File: src/rtl/bch_decode_seq_pkg.sv
// Shared types and helpers for the BCH decode sequencer: FSM state encoding,
// counter sizing and the codeword-length sanity rule.
package bch_decode_seq_pkg;

    typedef enum logic [2:0] {
        ST_IDLE  = 3'd0,
        ST_LOAD  = 3'd1,
        ST_SHIFT = 3'd2,
        ST_WSYN  = 3'd3,
        ST_WKEY  = 3'd4,
        ST_CHIEN = 3'd5,
        ST_RESP  = 3'd6
    } seq_state_t;

    localparam int DEF_DATA_BITS = 5;
    localparam int DEF_T         = 3;
    localparam int DEF_CODE_BITS = 15;
    localparam int DEF_ERR_W     = 2;
    localparam int DEF_WDOG      = 255;

    // Width of a counter that must hold values 0..n.
    function automatic int cnt_w(input int n);
        return (n < 2) ? 1 : $clog2(n + 1);
    endfunction

    // A (possibly shortened) binary BCH code over GF(2^m) carries at most m*t parity bits.
    function automatic bit code_bits_ok(input int data_bits, input int t, input int code_bits);
        int m;
        m = $clog2(code_bits + 1);
        return (data_bits > 1) && (t > 0) && (code_bits > data_bits) &&
               ((code_bits - data_bits) <= m * t);
    endfunction

endpackage

File: src/rtl/bch_seq_wdog.sv
// Loadable saturating wait-state counter; expired pulses on the WDOG-th
// consecutive counted cycle since the last clear. WDOG=0 disables it.
module bch_seq_wdog
    import bch_decode_seq_pkg::*;
#(
    parameter int WDOG = 255
) (
    input  logic clk,
    input  logic rst,
    input  logic clr,
    input  logic inc,
    output logic expired
);

    localparam int CW = cnt_w(WDOG);

    logic [CW-1:0] cnt_q;
    logic [CW-1:0] cnt_eff;

    // clr marks the first cycle of a new state, so that cycle already counts from zero.
    assign cnt_eff = clr ? '0 : cnt_q;
    assign expired = (WDOG != 0) && inc && (cnt_eff == CW'(WDOG - 1));

    always_ff @(posedge clk) begin
        if (!rst) begin
            cnt_q <= '0;
        end else if (inc && (cnt_eff != '1)) begin
            cnt_q <= cnt_eff + CW'(1);
        end else begin
            cnt_q <= cnt_eff;
        end
    end

endmodule

File: src/rtl/bch_decode_seq.sv
// Sequencer for the serial BCH decode chain: streams one codeword into the
// syndrome unit, kicks the BMA, gathers the Chien error vector, returns data.
module bch_decode_seq
    import bch_decode_seq_pkg::*;
#(
    parameter int DATA_BITS = 5,
    parameter int T         = 3,
    parameter int CODE_BITS = 15,
    parameter int ERR_W     = 2,
    parameter int WDOG      = 255
) (
    input  logic                 clk,
    input  logic                 rst,
    input  logic                 req_valid,
    output logic                 req_ready,
    input  logic [CODE_BITS-1:0] req_code,
    output logic                 syn_start,
    input  logic                 syn_ready,
    output logic                 syn_data,
    input  logic                 syn_done,
    output logic                 key_start,
    input  logic                 key_ready,
    input  logic                 key_done,
    input  logic [ERR_W-1:0]     key_err_count,
    input  logic                 ch_first,
    input  logic                 ch_valid,
    input  logic                 ch_last,
    input  logic                 ch_err,
    output logic                 rsp_valid,
    input  logic                 rsp_ready,
    output logic [DATA_BITS-1:0] rsp_data,
    output logic [ERR_W-1:0]     rsp_nerr,
    output logic                 rsp_fail,
    output seq_state_t           dbg_state
);

    // Handshakes: a transfer happens on a rising clk edge where valid & ready are both 1;
    // req_ready is high only in IDLE, and rsp_valid/rsp_* hold stable until the transfer.

    localparam int CNT_W = cnt_w(CODE_BITS);

    if (!code_bits_ok(DATA_BITS, T, CODE_BITS)) begin : g_bad_code_bits
        $error("bch_decode_seq: CODE_BITS=%0d inconsistent with DATA_BITS=%0d, T=%0d",
               CODE_BITS, DATA_BITS, T);
    end
    if (ERR_W != cnt_w(T)) begin : g_bad_err_w
        $error("bch_decode_seq: ERR_W=%0d cannot hold error counts up to T=%0d", ERR_W, T);
    end

    seq_state_t           state_q;
    logic [CODE_BITS-1:0] code_q;
    logic [CODE_BITS-1:0] shift_q;
    logic [CNT_W-1:0]     cnt_q;
    logic [DATA_BITS-1:0] err_q;
    logic [ERR_W-1:0]     nerr_q;
    logic [ERR_W-1:0]     est_q;
    logic                 key_pend_q;
    logic                 last_q;
    logic                 new_q;
    logic                 wd_inc;
    logic                 wd_exp;
    logic [DATA_BITS-1:0] raw_data;

    assign raw_data  = code_q[CODE_BITS-1 -: DATA_BITS];
    assign dbg_state = state_q;
    assign wd_inc    = (state_q == ST_LOAD) || (state_q == ST_WSYN) ||
                       (state_q == ST_WKEY) || (state_q == ST_CHIEN);

    bch_seq_wdog #(.WDOG(WDOG)) u_wdog (
        .clk     (clk),
        .rst     (rst),
        .clr     (new_q),
        .inc     (wd_inc),
        .expired (wd_exp)
    );

    always_ff @(posedge clk) begin
        if (!rst) begin
            state_q    <= ST_IDLE;
            code_q     <= '0;
            shift_q    <= '0;
            cnt_q      <= '0;
            err_q      <= '0;
            nerr_q     <= '0;
            est_q      <= '0;
            key_pend_q <= 1'b0;
            last_q     <= 1'b0;
            new_q      <= 1'b0;
            req_ready  <= 1'b1;
            syn_start  <= 1'b0;
            syn_data   <= 1'b0;
            key_start  <= 1'b0;
            rsp_valid  <= 1'b0;
            rsp_data   <= '0;
            rsp_nerr   <= '0;
            rsp_fail   <= 1'b0;
        end else begin
            syn_start <= 1'b0;
            key_start <= 1'b0;
            new_q     <= 1'b0;
            if (wd_exp) begin
                // Abort: report the undecoded data as a failure.
                state_q    <= ST_RESP;
                new_q      <= 1'b1;
                key_pend_q <= 1'b0;
                last_q     <= 1'b0;
                syn_data   <= 1'b0;
                rsp_valid  <= 1'b1;
                rsp_data   <= raw_data;
                rsp_nerr   <= '0;
                rsp_fail   <= 1'b1;
            end else begin
                case (state_q)
                    ST_IDLE: begin
                        if (req_valid) begin
                            code_q     <= req_code;
                            shift_q    <= req_code;
                            err_q      <= '0;
                            nerr_q     <= '0;
                            est_q      <= '0;
                            key_pend_q <= 1'b0;
                            last_q     <= 1'b0;
                            req_ready  <= 1'b0;
                            state_q    <= ST_LOAD;
                            new_q      <= 1'b1;
                        end
                    end
                    ST_LOAD: begin
                        if (syn_ready) begin
                            syn_start <= 1'b1;
                            syn_data  <= shift_q[CODE_BITS-1];
                            shift_q   <= {shift_q[CODE_BITS-2:0], 1'b0};
                            cnt_q     <= CNT_W'(1);
                            state_q   <= ST_SHIFT;
                            new_q     <= 1'b1;
                        end
                    end
                    ST_SHIFT: begin
                        if (cnt_q == CNT_W'(CODE_BITS)) begin
                            syn_data <= 1'b0;
                            state_q  <= ST_WSYN;
                            new_q    <= 1'b1;
                        end else begin
                            syn_data <= shift_q[CODE_BITS-1];
                            shift_q  <= {shift_q[CODE_BITS-2:0], 1'b0};
                            cnt_q    <= cnt_q + CNT_W'(1);
                        end
                    end
                    ST_WSYN: begin
                        if (syn_done) begin
                            state_q <= ST_WKEY;
                            new_q   <= 1'b1;
                            if (key_ready) key_start  <= 1'b1;
                            else           key_pend_q <= 1'b1;
                        end
                    end
                    ST_WKEY: begin
                        if (key_pend_q && key_ready) begin
                            key_start  <= 1'b1;
                            key_pend_q <= 1'b0;
                        end
                        // A key_done before the BMA was started cannot belong to this word.
                        if (key_done && !key_pend_q) begin
                            est_q   <= key_err_count;
                            state_q <= ST_CHIEN;
                            new_q   <= 1'b1;
                        end
                    end
                    ST_CHIEN: begin
                        if (last_q) begin
                            last_q    <= 1'b0;
                            state_q   <= ST_RESP;
                            new_q     <= 1'b1;
                            rsp_valid <= 1'b1;
                            rsp_data  <= raw_data ^ err_q;
                            rsp_nerr  <= nerr_q;
                            rsp_fail  <= (nerr_q != est_q);
                        end else if (ch_first || ch_valid) begin
                            // Right-shift so the first Chien bit ends up in the data LSB.
                            if (ch_first) begin
                                err_q  <= {ch_err, {(DATA_BITS-1){1'b0}}};
                                nerr_q <= ERR_W'(ch_err);
                            end else begin
                                err_q <= {ch_err, err_q[DATA_BITS-1:1]};
                                if (ch_err && (nerr_q != '1)) nerr_q <= nerr_q + ERR_W'(1);
                            end
                            if (ch_valid && ch_last) last_q <= 1'b1;
                        end
                    end
                    ST_RESP: begin
                        if (rsp_ready) begin
                            rsp_valid <= 1'b0;
                            rsp_data  <= '0;
                            rsp_nerr  <= '0;
                            rsp_fail  <= 1'b0;
                            req_ready <= 1'b1;
                            state_q   <= ST_IDLE;
                            new_q     <= 1'b1;
                        end
                    end
                    default: begin
                        state_q   <= ST_IDLE;
                        req_ready <= 1'b1;
                    end
                endcase
            end
        end
    end

endmodule

File: config.mk
export PLATFORM = sky130hd
export DESIGN_NAME = bch_decode_seq
export DESIGN_NICKNAME = d
export VERILOG_FILES = /design/src/rtl/bch_decode_seq_pkg.sv /design/src/rtl/bch_seq_wdog.sv /design/src/rtl/bch_decode_seq.sv
export SDC_FILE = /design/constraint.sdc
export NUM_CORES = 1
export LEC_CHECK = 0
export ABC_AREA = 1
export ABC_CLOCK_PERIOD_IN_PS = 2200
export CORE_AREA = 2 2 80 82
export CTS_BUF_LIST = sky130_fd_sc_hd__clkbuf_8
export CTS_CLUSTER_DIAMETER = 80
export DETAILED_ROUTE_END_ITERATION = 6
export DIE_AREA = 0 0 82 84
export HOLD_SLACK_MARGIN = 0.15
export PLACE_DENSITY_LB_ADDON = 0.05
export SETUP_SLACK_MARGIN = 0.05
export SYNTH_ARGS = -nofsm -noshare
export SYNTH_HDL_FRONTEND = slang
export SYNTH_SLANG_ARGS = --single-unit
File: constraint.sdc
create_clock -name clk -period 2.2 [get_ports clk]
set_input_delay 0.33 -clock clk [delete_from_list [all_inputs] [get_ports clk]]
set_output_delay 0.33 -clock clk [all_outputs]
set_load 0.03 [all_outputs]
# [Word-level counts from Yosys, hierarchy flattened]
# Cells that the tools add are included.
[op_classes] addsub=3 eq_ne=31 mux=72 bitwise_logic=5 n_reduce_logical=36
[op_table] op="15-bit 2-to-1 mux" count=3
[op_table] op="15-bit one-hot mux with 3 select lines" count=1
[op_table] op="5-bit 2-to-1 mux" count=6
[op_table] op="1-bit 2-to-1 mux" count=26
[op_table] op="3-bit 2-to-1 mux" count=8
[op_table] op="3-bit by 2-bit inequality test with 1-bit output, second input constant" count=7
[op_table] op="3-bit one-hot mux with 7 select lines" count=1
[op_table] op="2-bit inequality test, second input constant" count=10
[op_table] op="5-bit one-hot mux with 2 select lines" count=2
[op_table] op="2-bit 2-to-1 mux" count=8
[op_table] op="8-bit 2-to-1 mux" count=2
[op_table] op="5-bit AND reduction" count=3
[op_table] op="7-bit AND reduction" count=2
[op_table] op="4-bit 2-to-1 mux" count=3
[op_table] op="2-bit one-hot mux with 2 select lines" count=3
[op_table] op="4-bit AND reduction" count=3
[op_table] op="1-bit one-hot mux with 2 select lines" count=5
[op_table] op="3-bit == test, second input constant" count=3
[op_table] op="3-bit AND reduction" count=3
[op_table] op="3-bit nonzero test" count=3
[op_table] op="8-bit by 1-bit adder with 8-bit output, second input constant" count=1
[op_table] op="8-bit == test, second input constant" count=1
[op_table] op="8-bit inequality test, second input constant" count=1
[op_table] op="4-bit one-hot mux with 2 select lines" count=1
[op_table] op="other kinds (22)" count=41
[totals] ff_bits=70 input_bits=29 output_inout_bits=16

# [Longest topological paths before layout]
# Gate-level depths: netlist (run 1).
[logic_depth] word_depth=7 mapped_depth=14

# [Hierarchy]
# Synthesis (run 1) repeated with hierarchy kept, for this count alone.
[unflattened] cells_unflattened=517 area_unflattened_um2=3427.0
[modules_own_cells] module="bch_decode_seq" n_inst=1 cells_per_inst=445 area_per_inst_um2=2945.3 seq_area_each_um2=1041.0
[modules_own_cells] module="bch_seq_wdog" n_inst=1 cells_per_inst=72 area_per_inst_um2=481.7 seq_area_each_um2=160.2

# [Worst setup path after synthesis (run 1)]
# Ideal clock, no wire load.
[synth_timing] path_kind="reg2reg" start="reg state_q[0], in the netlist dbg_state[0]" end="reg shift_q[10]" arrival_time_ns=1.589 required_ns=2.087 setup_slack_ns=0.498 stages_incl_launch_ff=12 path_buffers=2 synth_period_minus_slack_ns=1.702 cell_sequence="dfxtp_1 > buf_4 > nor2_4 > nor2_4 > nand3_4 > nand2_1 > inv_2 > nand2_2 > buf_2 > nand2_1 > nand2_1 > nor2_1"
[synth_between] elab_chain_cells=7 word_cells_on_any_way=17 classes_between="eq/ne (8); mux (1); bitwise (1); reduce/logical (7)"
[synth_lines] item="from (decl)" line_no="bch_decode_seq.sv:50" text="seq_state_t state_q;"
[synth_lines] item="from (signal assigned)" line_no="bch_decode_seq.sv:79" text="state_q <= ST_IDLE;"
[synth_lines] item="from (signal assigned)" line_no="bch_decode_seq.sv:103" text="state_q <= ST_RESP;"
[synth_lines] item="from (signal assigned)" line_no="bch_decode_seq.sv:124" text="state_q <= ST_LOAD;"
[synth_lines] item="3-bit by 1-bit == test with 1-bit output / 3-bit by 2-bit == test with 1-bit output (equally long branches)" line_no="bch_decode_seq.sv:66, bch_decode_seq.sv:113"
[synth_lines] item="1-bit logical OR (2 in series)" line_no="bch_decode_seq.sv:66" text="assign wd_inc = (state_q == ST_LOAD) || (state_q == ST_WSYN) ||"
[synth_lines] item="1-bit logical OR" line_no="bch_decode_seq.sv:67" text="(state_q == ST_WKEY) || (state_q == ST_CHIEN);"
[synth_lines] item="1-bit logical AND" line_no="bch_seq_wdog.sv:22" text="assign expired = (WDOG != 0) && inc && (cnt_eff == CW'(WDOG - 1));"
[synth_lines] item="1-bit inverter (no source line)"
[synth_lines] item="5-bit AND reduction (no source line)"
[synth_lines] item="to (signal assigned)" line_no="bch_decode_seq.sv:117" text="shift_q <= req_code;"
[synth_lines] item="to (signal assigned)" line_no="bch_decode_seq.sv:132" text="shift_q <= {shift_q[CODE_BITS-2:0], 1'b0};"
[synth_lines] item="to (signal assigned)" line_no="bch_decode_seq.sv:145" text="shift_q <= {shift_q[CODE_BITS-2:0], 1'b0};"
[synth_lines] item="to (decl)" line_no="bch_decode_seq.sv:52" text="logic [CODE_BITS-1:0] shift_q;"
# Parallel ways exist; a longest one is shown, timed or not.
# A chain may end at the register's enable or synchronous reset.

# [Worst setup path after layout (run 1)]
[layout_timing] start="reg state_q[2], in the netlist dbg_state[2]" end="out dbg_state[2]"
[layout_lines] item="to (decl)" line_no="bch_decode_seq.sv:34" text="output seq_state_t dbg_state"
# No word-level cell between the ends.

==> results of run 1 <==
-- report_power, final --
| group | switching, mW | internal [mW] |
|---|---|---|
| Sequential | 0.240 | 1.40 |
| Clock | 0.439 | 0.391 |
| Combinational | 1.62 | 0.922 |
-- cell usage in the layout (no fill, tap or decap), types with 2 or more instances in the layout --
cell,n
a21oi_1,29
buf_4,12
clkbuf_8,9
clkdlybuf4s50_1,44
clkinv_2,4
clkinvlp_4,2
dfxtp_1,60
ha_1,4
inv_1,62
inv_2,3
nand2_1,156
nand2_4,2
nand3_1,31
nand3_2,3
nand4_1,9
nor2_1,73
nor2_2,2
nor2_4,4
nor3_1,3
o21ai_0,33
xnor2_1,5
xor2_1,3
-- through the flow --
| step | power [mW] | utilization | setup slack (ns) |
|---|---|---|---|
| finish | 5.01 | 0.648 | 0.228 |
| global route | 5.52 | 0.648 | 0.106 |
| CTS | 5.02 | 0.647 | 0.203 |
| detailed placement | 4.18 | 0.621 | 0.207 |
| global placement | 4.12 | 0.621 | 0.295 |
| floorplan | 3.66 | - | 0.498 |
-- layout make-up --
type,count,area (um2)
Clock buffer,9,124
Sequential cell,60,1200
Inverter,65,245
Multi-Input combinational cell,368,1720
Clock inverter,6,33.8
Timing Repair Buffer,56,531
Tap cell,77,96.3
Fill cell,608,2150
-- registers in the layout, indices dropped and copies added, names as in the netlist, 2 cells and up --
| name | cells |
|---|---|
| u_wdog.cnt_q | 8 |
| rsp_nerr | 2 |
| nerr_q | 2 |
| code_q | 5 |
| rsp_data | 5 |
| est_q | 2 |
| err_q | 5 |
| dbg_state | 3 |
| shift_q | 15 |
| cnt_q | 4 |
-- path summary, 6_finish.rpt --
| check | start | to | slack (ns) | cells after the start |
|---|---|---|---|---|
| worst min-delay path | rsp_data[2] | rsp_data[2] | 0.47 | 2 |
| worst min register to register | rsp_data[2] | rsp_data[2] | 0.47 | 2 |
| worst max-delay path | dbg_state[2] | dbg_state[2] | 0.23 | 1 |
| worst max register to register | new_q | rsp_data[4] | 0.31 | 10 |
-- worst min-delay path, delay by kind of cell (launching register included) --
family / cells / cell delay [ns]
compound gates: 1 / 0.05
flops: 1 / 0.31
simple gates: 1 / 0.06
-- layer usage --
| metal | GRT usage | vias to the layer above | share of wire |
|---|---|---|---|
| met5 | 0 | - | 0 |
| met1 | 0.315 | 1382 | 0.49 |
| met4 | 0.108 | 0 | 0.017 |
| li1 | - | 1693 | - |
| met2 | 0.374 | 55 | 0.46 |
| met3 | 0.0465 | 9 | 0.042 |
-- cells by family after synthesis --
| group | count (synthesis) | synth area share |
|---|---|---|
| XOR/XNOR | 8 | 0.0216 |
| adder cells (fa/ha/maj) | 4 | 0.0154 |
| buffers and inverters | 80 | 0.103 |
| flip-flops | 60 | 0.370 |
| AND/OR/NAND/NOR | 290 | 0.384 |
| AO/OA/AOI/OAI | 66 | 0.106 |
==> flow_summary.ini, run 1 <==
[outcome]
status = finished, final reports clean

[layout]
fin_nets = 593
drive_gt1_frac = 0.0798
final_cells = 641
finalInstanceArea_um2 = 3950
diodes = 0
area_growth_pct = 21.5

[drt]
drt-total-wl_um = 7450
route.detailed.drc = 0
firstDrtPassIters = 5
wl_per_cell_um = 11.6
postRouteAntennaNets = 0
drt_iter0_drc = 148
via_per_inst = 4.90
vias = 3139

[die]
die_area_um2 = 6890
die_height_um = 84
ioPinCount = 45
start_util = 0.533
die_w_um = 82
coreArea_um2 = 6100
num_rows = 29

[synthesis]
ys_async_sr_fraction = 0
syn_area_um2 = 3250
synth_seq_cells = 60
avgSynthCellArea_um2 = 6.39
ys_types = 33
ys_top_cells_by_area = dfxtp_1 37%, nand2_1 18%, nor2_1 8.4%
ys.flop_type = dfxtp_1
synth_top_area_cell = dfxtp_1
ys_seq_area_frac = 0.370
synthTopCellsByCount = 156 x nand2_1, 73 x nor2_1, 61 x inv_1
synth-edff-count = 0
syn_nets = 541
yosys.cell_count.top_type = nand2_1
yosysTopAreaCellShare = 0.370
yosys_warnings = 0
netlist_instances = 508

[clock_tree]
post_cts_buffers = 0
cts_tree = done
insertion_delay_ns = 0.34
cts_hold_buf = 0
numCtsBuffers = 9
clk_pin_slew_ns = 0.07
root_buffer = clkbuf_8
clock_sinks = 60
htree_levels = 3
cts_max_path_buffers = 2
postCtsResizedCells = 0

[place]
io_buffers = 44
dpl.hpwl_um = 5500
place_inst = 626
place_area_um2 = 3780
place_congestion = 0.869

[sta]
slew-limit-headroom = 0.601
fin_setup_tns_ns = 0
post-route-period-util = 0.896
finalSetupViolCount = 0
rsz0062_at_grt = no
skew_ns = 0.00720
tightest_slew_ns = 0.594
fin_crit_ns = 1.97
finalHoldViolations = 0
timing.hold.ws_ns = 0.466
fmax_mhz = 507
final_max_slew_viol_count = 0

[pwr]
ir_drop_uv = 748
p_leak_nw = 1.83
p_per_area_nw_per_um2 = 1270

[hold_path]
holdCritPathClass = reg2reg

[setup_path]
worst_setup_path_start_kind = flip-flop
crit_chain = clkdlybuf4s50_1
required_ns = 1.87
cp-end-kind = output pin
slowest_stage = clkdlybuf4s50_1
path_max_fanout = 7
arrival_ns = 1.64
slowest_delay_ns = 0.75
path_class = reg2out
path_buf_inv = 1
path_delay_family = buffers and inverters

[global_routing]
grt_first_pass_wirelength_um = 12900
overflow = 0
antenna_found_initial = 0
grt_max_degree = 30
grt_pass1_vias = 2920
grt_usage = 0.239

[flow_run]
cap_viol_max_count = 0
No activity file was read; power rests on OpenSTA's default activity.
==> inputs of run 2 (changes only) <==
--- a/config.mk
+++ b/config.mk
@@ -5,13 +5,12 @@
 export SDC_FILE = /design/constraint.sdc
 export NUM_CORES = 1
 export LEC_CHECK = 0
-export ABC_AREA = 1
 export ABC_CLOCK_PERIOD_IN_PS = 2200
-export CORE_AREA = 2 2 80 82
+export CORE_AREA = 2 2 81 83
 export CTS_BUF_LIST = sky130_fd_sc_hd__clkbuf_8
 export CTS_CLUSTER_DIAMETER = 80
 export DETAILED_ROUTE_END_ITERATION = 6
-export DIE_AREA = 0 0 82 84
+export DIE_AREA = 0 0 83 85
 export HOLD_SLACK_MARGIN = 0.15
 export PLACE_DENSITY_LB_ADDON = 0.05
 export SETUP_SLACK_MARGIN = 0.05
==> flow_summary.ini, run 2 <==
[synthesis]
avgSynthCellArea_um2 = 8.55
yosys.cell_count.top_type = dfxtp_1
yosys_warnings = 0
ys.flop_type = dfxtp_1
syn_nets = 424
yosysTopAreaCellShare = 0.359
ys_seq_area_frac = 0.359
syn_area_um2 = 3340
synth_seq_cells = 60
synthTopCellsByCount = 60 x dfxtp_1, 48 x nand2_1, 31 x o21ai_0
ys_top_cells_by_area = dfxtp_1 36%, mux2i_1 7.2%, nand2_1 5.4%
netlist_instances = 391
ys_async_sr_fraction = 0
synth-edff-count = 0
synth_top_area_cell = dfxtp_1
ys_types = 67

[hold_path]
holdCritPathClass = reg2reg

[clock_tree]
insertion_delay_ns = 0.34
post_cts_buffers = 0
root_buffer = clkbuf_8
clk_pin_slew_ns = 0.06
cts_tree = done
htree_levels = 3
numCtsBuffers = 9
cts_max_path_buffers = 2
clock_sinks = 60
cts_hold_buf = 0

[layout]
reg_top3 = shift_q (15), u_wdog.cnt_q (8)
top_register = shift_q
drive_gt1_frac = 0.0991
final_util = 0.644
final_cells = 511
largest_reg_flops = 15
fin_nets = 463
area_growth_pct = 19.5
mostFrequentLayoutCells = 58 x dfxtp_1, 48 x nand2_1, 44 x clkdlybuf4s50_1
n_fill_cell = 559
layout_commonest_cell = dfxtp_1
diodes = 0

[drt]
via_per_inst = 5.91
drt-total-wl_um = 7910
postRouteAntennaNets = 0
wl_per_cell_um = 15.5
firstDrtPassIters = 4
vias = 3021
route.detailed.drc = 0
drt_iter0_drc = 269

[setup_path]
slowest_delay_ns = 0.75
required_ns = 1.87
cp-end-kind = output pin
path_delay_family = buffers and inverters
path_class = reg2out
slowest_stage = clkdlybuf4s50_1
arrival_ns = 1.61
path_buf_inv = 1
crit_chain = clkdlybuf4s50_1
worst_setup_path_start_kind = flip-flop
path_max_fanout = 10

[die]
ioPinCount = 45
coreArea_um2 = 6200
die_area_um2 = 7060
die_w_um = 83
die_height_um = 85
start_util = 0.539
num_rows = 29

[sta]
fin_setup_tns_ns = 0
skew_ns = 0.00886
rsz0062_at_grt = no
fmax_mhz = 516
finalHoldViolations = 0
slew-limit-headroom = 0.605
tightest_slew_ns = 0.593
finalSetupViolCount = 0
timing.hold.ws_ns = 0.457
post-route-period-util = 0.881
fin_crit_ns = 1.94
final_max_slew_viol_count = 0

[pwr]
p_per_area_nw_per_um2 = 648
ir_drop_uv = 484
power_mw = 2.59
p_leak_nw = 1.50

[global_routing]
grt_usage = 0.235
antenna_found_initial = 0
overflow = 0
grt_first_pass_wirelength_um = 13600
grt_max_degree = 40
grt_pass1_vias = 2867

[place]
place_inst = 496
dpl.hpwl_um = 5460
place_congestion = 0.809
io_buffers = 44

[outcome]
status = finished, final reports clean

[flow_run]
cap_viol_max_count = 0
-- run 2: cell types whose count changed after synthesis, moves of 15 or more --
cell and change:
nand3_1 -18, mux2i_1 +24, nor3b_1 +15, nor2_1 -47, inv_1 -52, nand2_1 -108
-- run 2: power by group --
| part | total [mW] | internal [mW] | leakage (nW) | switching [mW] |
|---|---|---|---|---|
| clock | 0.872 | 0.452 | 0.0976 | 0.420 |
| combinational | 0.520 | 0.242 | 0.916 | 0.278 |
| sequential | 1.20 | 1.15 | 0.488 | 0.0469 |
-- run 2: repair_timing --
action                     CTS  global route
resized for setup            0             1
setup endpoints to repair    0             1
hold endpoints to repair     0             0
-- run 2: per-layer routing --
| metal | vias up | routed length, um | GRT usage |
|---|---|---|---|
| met5 | - | 0 | 0 |
| met4 | 0 | 189 | 0.107 |
| met3 | 16 | 371 | 0.0438 |
| met2 | 70 | 3620 | 0.370 |
| met1 | 1437 | 3730 | 0.315 |
| li1 | 1498 | - | - |
-- run 2: logic make-up (layout without fill, tap and decap cells) --
group	after synthesis	in the layout	synth area share
AO/OA/AOI/OAI	113	113	0.240
multiplexers	24	24	0.0718
XOR/XNOR	4	4	0.0105
adder cells (fa/ha/maj)	4	4	0.0150
AND/OR/NAND/NOR	147	147	0.244
flip-flops	60	60	0.359
buffers and inverters	39	82	0.0595
-- run 2: worst paths after layout --
check | startpoint | to | slack (ns) | depth (start not counted)
worst min register to register | shift_q[3] | shift_q[3] | 0.46 | 2
worst max-delay path | dbg_state[1] | dbg_state[1] | 0.26 | 1
worst min-delay path | shift_q[3] | shift_q[3] | 0.46 | 2
worst max register to register | dbg_state[2] | rsp_fail | 0.33 | 4
-- run 2: final cells by class --
class	count	area (um2)	share of cell area
tap	77	96.3	0.0241
clock inverter	4	17.5	0.00438
timing repair buffer	57	538	0.135
inverter	10	37.5	0.00939
sequential	60	1200	0.301
clock buffer	11	151	0.0379
multi-input combinational	292	1950	0.488
-- run 2: stage by stage --
step	setup WS, ns	instance area (um2)
final	0.261	4000
after detailed placement	0.199	3830
after global routing	0.210	4000
after floorplan	0.449	3340
after CTS	0.104	4000
after global placement	0.219	3830
==> inputs of run 3 (changes only) <==
--- a/config.mk
+++ b/config.mk
@@ -8,7 +8,7 @@
 export ABC_CLOCK_PERIOD_IN_PS = 2200
 export CORE_AREA = 2 2 81 83
 export CTS_BUF_LIST = sky130_fd_sc_hd__clkbuf_8
-export CTS_CLUSTER_DIAMETER = 80
+export CTS_CLUSTER_DIAMETER = 60
 export DETAILED_ROUTE_END_ITERATION = 6
 export DIE_AREA = 0 0 83 85
 export HOLD_SLACK_MARGIN = 0.15
==> results of run 3 <==
Same layout as run 2: the final DEF is identical, and so are final timing and power.
==> patch 1 (config.mk and constraints of run 3) <==
Register the input `key_ready` before use. The logic sees it one clock later. The other inputs are not delayed to match.
--- a/src/rtl/bch_decode_seq.sv
+++ b/src/rtl/bch_decode_seq.sv
@@ -38,6 +38,12 @@
     // req_ready is high only in IDLE, and rsp_valid/rsp_* hold stable until the transfer.
 
     localparam int CNT_W = cnt_w(CODE_BITS);
+
+    logic key_ready_q;
+
+    always_ff @(posedge clk) begin
+        key_ready_q <= key_ready;
+    end
 
     if (!code_bits_ok(DATA_BITS, T, CODE_BITS)) begin : g_bad_code_bits
         $error("bch_decode_seq: CODE_BITS=%0d inconsistent with DATA_BITS=%0d, T=%0d",
@@ -150,12 +156,12 @@
                         if (syn_done) begin
                             state_q <= ST_WKEY;
                             new_q   <= 1'b1;
-                            if (key_ready) key_start  <= 1'b1;
+                            if (key_ready_q) key_start  <= 1'b1;
                             else           key_pend_q <= 1'b1;
                         end
                     end
                     ST_WKEY: begin
-                        if (key_pend_q && key_ready) begin
+                        if (key_pend_q && key_ready_q) begin
                             key_start  <= 1'b1;
                             key_pend_q <= 1'b0;
                         end
Function: no difference found for any inputs over 10 cycles, from zero or initial values and one cycle with rst low; that may be too few to reach the edited logic, so the function may still have changed.
==> patch 1 against run 3 <==
  * Final cell count up 0.59%
  * Synthesized area decreased by 2.0%
  * Sequential cell count increased by 1
  * Synthesized cell count decreased by 2.6%
  * Maximum frequency fell by 2.3%
  * Sequential share of layout area is essentially flat
  * Cell area is 1.3% higher
  * Non-clock buffer count rose by 12
  * Setup slack got worse by 46 ps
  * Wire length is 3.4% higher
  * Largest cell class unchanged
Power is not compared: it rests on default switching activity, and its combinational part moved more than twofold at a synthesized area within 25%.
==> patch 1: results (changes against run 3) <==
CTS
--------------------------------------------------------------------------------------
CTS H-tree lvls .........................................................            3   unchanged
Total CTS buffers .......................................................            9   unchanged
Maximum count of clock buffers along a single path ......................            2   unchanged
Clock tree root driver cell ............................................. sky130_fd_sc_hd__clkbuf_8
Worst skew pair latency .................................................       340 ps   about the same

HOLD PATH
--------------------------------------------------------------------------------------
Hold Crit Class ......................................................... input port to flip-flop

ROUTING
--------------------------------------------------------------------------------------
Vias post-DR ............................................................         3065   +1.5%
Total Routed Length .....................................................      8180 um   +3.4%
Drt first-iter violations ...............................................          196   -27%

GRT
--------------------------------------------------------------------------------------
Vias in the first global route ..........................................         2886   +0.66%
Wire length of the first global-routing pass ............................     13900 um   +2.2%
Global-route usage over all layers ......................................        24.0%   +0.53 points
Maximum number of pins on one net before global-route repair ............           30   -25%

STA
--------------------------------------------------------------------------------------
Maximum clock skew at final layout ......................................      9.41 ps   +0.547 ps
Transition at the pin with the smallest max-transition slack ............       614 ps   +21.1 ps

FINISH
--------------------------------------------------------------------------------------
Antenna diodes ..........................................................            0   unchanged
Fill cell count .........................................................          548   -2.0%
Final Non-Filler Cells ..................................................          514   +0.59%
Layout cell share with drive strength beyond 1 ..........................        12.8%   +2.9 points
Net count reported at finish ............................................          465   +0.43%
Largest registers ....................................................... shift_q: 15 flops, u_wdog.cnt_q: 8 flops

PLACED DESIGN
--------------------------------------------------------------------------------------
Hpwl dp .................................................................      5770 um   +5.6%
Dpl cells ...............................................................          498   +0.40%
Number of buffer cells added on primary ports ...........................           44   unchanged
Cell area reported after detailed placement .............................     3850 um2   +0.65%
Final weighted congestion of routability-driven global placement ........        0.857   +5.9%

LOGIC SYNTHESIS
--------------------------------------------------------------------------------------
Number of distinct standard cells referenced by the synthesized netlist .           72   +7.5%
Mapped Nets .............................................................          414   -2.4%
Most frequent cells after synthesis ..................................... 61 x sky130_fd_sc_hd__dfxtp_1, 35 x sky130_fd_sc_hd__nand2_1, 28 x sky130_fd_sc_hd__nor2_1, 28 x sky130_fd_sc_hd__o21ai_0, 23 x sky130_fd_sc_hd__a21oi_1
Compound-Gate Fraction of Synth Area ....................................        26.0%   +2.0 points
Number of instances in the synthesized netlist ..........................          381   -2.6%
Top cells by area, synth ................................................ sky130_fd_sc_hd__dfxtp_1 37%, sky130_fd_sc_hd__o21ai_0 4.3%, sky130_fd_sc_hd__nand2_1 4.0%
Adder and majority gate portion of the synthesized area .................        1.53%   +0.030 points
Post-Synth XOR/XNOR Area ................................................        1.34%   +0.29 points
Mux cell area share after synthesis .....................................        3.66%   -3.5 points
Warning count from the yosys run ........................................            0   unchanged
Register area share after synthesis .....................................        37.3%   +1.3 points
Share of synthesized flip-flops with an asynchronous set or reset .......           0%   unchanged

POWER
--------------------------------------------------------------------------------------
Worst voltage drop across the vdd grid ..................................   0.000573 V

WORST SETUP PATH
--------------------------------------------------------------------------------------
Critical Path Fanout Max ................................................           13   +3
Data arrival time of the worst path .....................................      2230 ps   +620 ps

OUTCOME
--------------------------------------------------------------------------------------
Run status .............................................................. complete, no violations

==> patch 1: changes by cell type after synthesis, sizes merged, moves of 5 or more <==
cell | run 3 | this run
nand2 | 50 | 36
a311oi | 1 | 14
o21a | 15 | 2
mux2i | 24 | 12
a31oi | 8 | 16
nand3 | 15 | 7
buf | 20 | 14
clkbuf | 9 | 15
nand2b | 6 | 12
nor3b | 16 | 10
a21oi | 19 | 24
o21ai | 34 | 29
==> patch 1: logic make-up after synthesis <==
kind of cell             Yosys count
flip-flops                        61
AND/OR/NAND/NOR                  141
AO/OA/AOI/OAI                    123
buffers and inverters             35
adder cells (fa/ha/maj)            4
XOR/XNOR                           5
multiplexers                      12
==> patch 1: worst paths after layout <==
check / startpoint / to / slack (ps) / depth (start not counted)
max: dbg_state[2] / rsp_valid / 220 / 6
min: key_ready / key_ready_q / 440 / 1
max reg2reg: dbg_state[2] / rsp_valid / 220 / 6
min reg2reg: cnt_q[3] / cnt_q[3] / 470 / 1
==> patch 1: worst max-delay path, cell delays in order, from the launching register on <==
cell	delay, ps
sky130_fd_sc_hd__dfxtp_1	500
sky130_fd_sc_hd__buf_4	190
sky130_fd_sc_hd__nand2b_4	80
sky130_fd_sc_hd__a2111oi_4	510
sky130_fd_sc_hd__buf_4	320
sky130_fd_sc_hd__nor3b_1	80
sky130_fd_sc_hd__a211oi_1	220
==> patch 1: metrics by stage <==
step / util, % / hold slack, ps / worst slack [ps] / power (mW)
after CTS: 65.2 / 430 / 104 / 4.07
after floorplan: - / 358 / 332 / 2.60
after global placement: 62.1 / 451 / -36.1 / 3.06
after global routing: 65.3 / 446 / 59.3 / 4.33
final: 65.3 / 441 / 215 / 4.06
after detailed placement: 62.1 / 458 / -74.7 / 3.09
==> patch 1: layout make-up <==
class	instances	area, um2	area share [%]
clock inverter	6	55.1	1.36
inverter	6	22.5	0.556
timing repair buffer	69	638	15.8
multi-input combinational	285	1880	46.4
sequential	61	1220	30.2
clock buffer	10	138	3.40
tap	77	96.3	2.38
==> patch 1: layer usage <==
metal	vias to the layer above	wire [um]	global-route usage, %
met3	7	550	6.23
met2	91	3620	38.1
li1	1533	-	-
met4	0	87	6.26
met1	1434	3920	32.7
met5	-	0	0
==> patch 1: power by group <==
group,internal [mW],leakage [nW],total (mW),switching [mW]
clock network,0.542,0.105,0.979,0.437
registers,1.31,0.498,1.45,0.142
logic,0.721,0.865,1.63,0.913
total,2.57,1.47,4.06,1.49
==> patch 2 (flow settings as in run 3) <==
Without the edit above. Change the parameter `DATA_BITS` from 5 to 10.
--- a/src/rtl/bch_decode_seq.sv
+++ b/src/rtl/bch_decode_seq.sv
@@ -3,7 +3,7 @@
 module bch_decode_seq
     import bch_decode_seq_pkg::*;
 #(
-    parameter int DATA_BITS = 5,
+    parameter int DATA_BITS = 10,
     parameter int T         = 3,
     parameter int CODE_BITS = 15,
     parameter int ERR_W     = 2,
Interface: changed (resized rsp_data); port bits go from 45 to 50. The function was not compared with the original's and may differ.
==> patch 2 against run 3 <==
  * Via count is 13% higher
  * Synthesized cell count is 13% higher
  * Sequential cell count is 15 higher
  * Highest routed layer unchanged
  * Maximum frequency is 5.7% lower
  * First-iteration DRC count is 5.2% higher
  * Cell area is 15% higher
  * Global-route usage is 3.0 points higher
  * Synthesized area is 10% higher
  * Power is 23% higher
  * Wire length is 16% higher
  * Setup slack worse by 120 ps
==> patch 2: results (changes against run 3) <==
ROUTING
-----------------------------------------------------------------------------------------------
DR vias/cell .....................................................................         5.85   -1.1%
Drt first pass iters .............................................................            5   +1
Vias post-DR .....................................................................         3402   +13%
Drt first-iter violations ........................................................          283   +5.2%
Total Routed Length ..............................................................      9180 um   +16%

HOLD PATH
-----------------------------------------------------------------------------------------------
End point of the worst hold path .................................................  rsp_data[2]
Worst Hold Path Cells ............................................................            2   unchanged

GRT
-----------------------------------------------------------------------------------------------
Vias in the first global route ...................................................         3249   +13%
Wire length of the first global-routing pass .....................................     15200 um   +12%
Maximum number of pins on one net before global-route repair .....................           22   -45%

LOGIC SYNTHESIS
-----------------------------------------------------------------------------------------------
Syn_area_per_cell ................................................................     8.35 um2   -2.4%
Mapped Nets ......................................................................          474   +12%
Number of distinct standard cells referenced by the synthesized netlist ..........           55   -18%
Top cells by area, synth ......................................................... sky130_fd_sc_hd__dfxtp_1 41%, sky130_fd_sc_hd__a21oi_1 6.3%, sky130_fd_sc_hd__nand2_1 5.9%
Register area share after synthesis ..............................................        40.8%   +4.9 points

POWER
-----------------------------------------------------------------------------------------------
Static leakage ...................................................................      1.71 nW   +14%
Switch Pwr .......................................................................       870 uW   +17%
Worst voltage drop across the vdd grid ...........................................   0.000506 V   +4.5%

STA
-----------------------------------------------------------------------------------------------
Setup-failing EPs final ..........................................................            0   unchanged
Tightest hold margin .............................................................       471 ps   +13.3 ps
Maximum clock skew at final layout ...............................................      10.5 ps   +1.68 ps
Transition at the pin with the smallest max-transition slack .....................       560 ps   -33.6 ps

WORST SETUP PATH
-----------------------------------------------------------------------------------------------
Endpoint of the worst register-to-register path ..................................     est_q[0]
Data arrival time of the worst path ..............................................      1730 ps   +120 ps
Slack of the worst reg-to-reg path ...............................................       150 ps   -180 ps
Launch instance of the worst register-to-register path ........................... dbg_state[1]
Critical Path Fanout Max .........................................................           12   +2
Worst Reg2Reg Path Length in Cells ...............................................            5   +1

PLACED DESIGN
-----------------------------------------------------------------------------------------------
Dpl cells ........................................................................          567   +14%
Hpwl dp ..........................................................................      6360 um   +16%
Final weighted congestion of routability-driven global placement .................        0.932   +15%
Post-place setup slack ...........................................................     -41.1 ps   -240 ps
Cell area reported after detailed placement ......................................     4380 um2   +14%
Number of buffer cells added on primary ports ....................................           49   +11%

FINISH
-----------------------------------------------------------------------------------------------
Final Util .......................................................................        74.2%   +9.8 points
Fill cell count ..................................................................          484   -13%
Layout cell share with drive strength beyond 1 ...................................        13.9%   +4.0 points

CTS
-----------------------------------------------------------------------------------------------
Clock input transition at the sequential cells of the worst setup and hold paths .        80 ps   +20 ps

OUTCOME
-----------------------------------------------------------------------------------------------
Run status ....................................................................... complete, no violations

## patch 2: how the worst max path moves through the flow
stage / start / slack, ps / endpoint
finish: dbg_state[2] / 140 / dbg_state[2]
global route: dbg_state[1] / 60 / est_q[1]
CTS: dbg_state[0] / 30 / dbg_state[0]
detailed placement: req_valid / -40 / err_q[2]
global placement: req_valid / 40 / err_q[3]
floorplan: dbg_state[1] / 100 / est_q[0]
## patch 2: cell families (layout without fill, tap and decap cells)
group,count (synthesis),count (layout),share of synthesized area [%]
AND/OR/NAND/NOR,169,169,23.7
AO/OA/AOI/OAI,127,127,22.4
flip-flops,75,75,40.8
buffers and inverters,39,103,4.59
multiplexers,19,19,5.20
XOR/XNOR,8,8,1.90
adder cells (fa/ha/maj),4,4,1.36
## patch 2: power groups by stage
stage          clock network (mW)  logic [mW]  registers [mW]
4_1_cts                      1.18       0.546            1.48
2_1_floorplan                   0       0.360            1.51
6_report                     1.16       0.550            1.48
3_5_place_dp                    0       0.543            1.51
5_1_grt                      1.23       0.595            1.49
3_3_place_gp                    0       0.533            1.51
## patch 2: worst max-delay path: stages (launching register included)
cell and delay (ps):
sky130_fd_sc_hd__dfxtp_2 470, sky130_fd_sc_hd__buf_4 230, sky130_fd_sc_hd__clkdlybuf4s50_1 680
## patch 2: metal layers
metal  part of all wire (%)  wire, um  global-route usage (%)  up-vias
li1                       -         -                       -     1708
met1                     46      4260                    35.5     1583
met2                     47      4340                    43.1      100
met3                    5.1       471                    3.60       11
met4                    1.2       108                    11.5        0
met5                      0         0                       0        -
## patch 2: area by class of cell
type,instances,share of cell area [%]
well taps,77,2.09
inverters,7,0.571
repair buffers,81,16.2
clock buffers,9,2.69
multi-input cells,327,43.8
clock inverters,6,1.96
flip-flops and latches,75,32.7
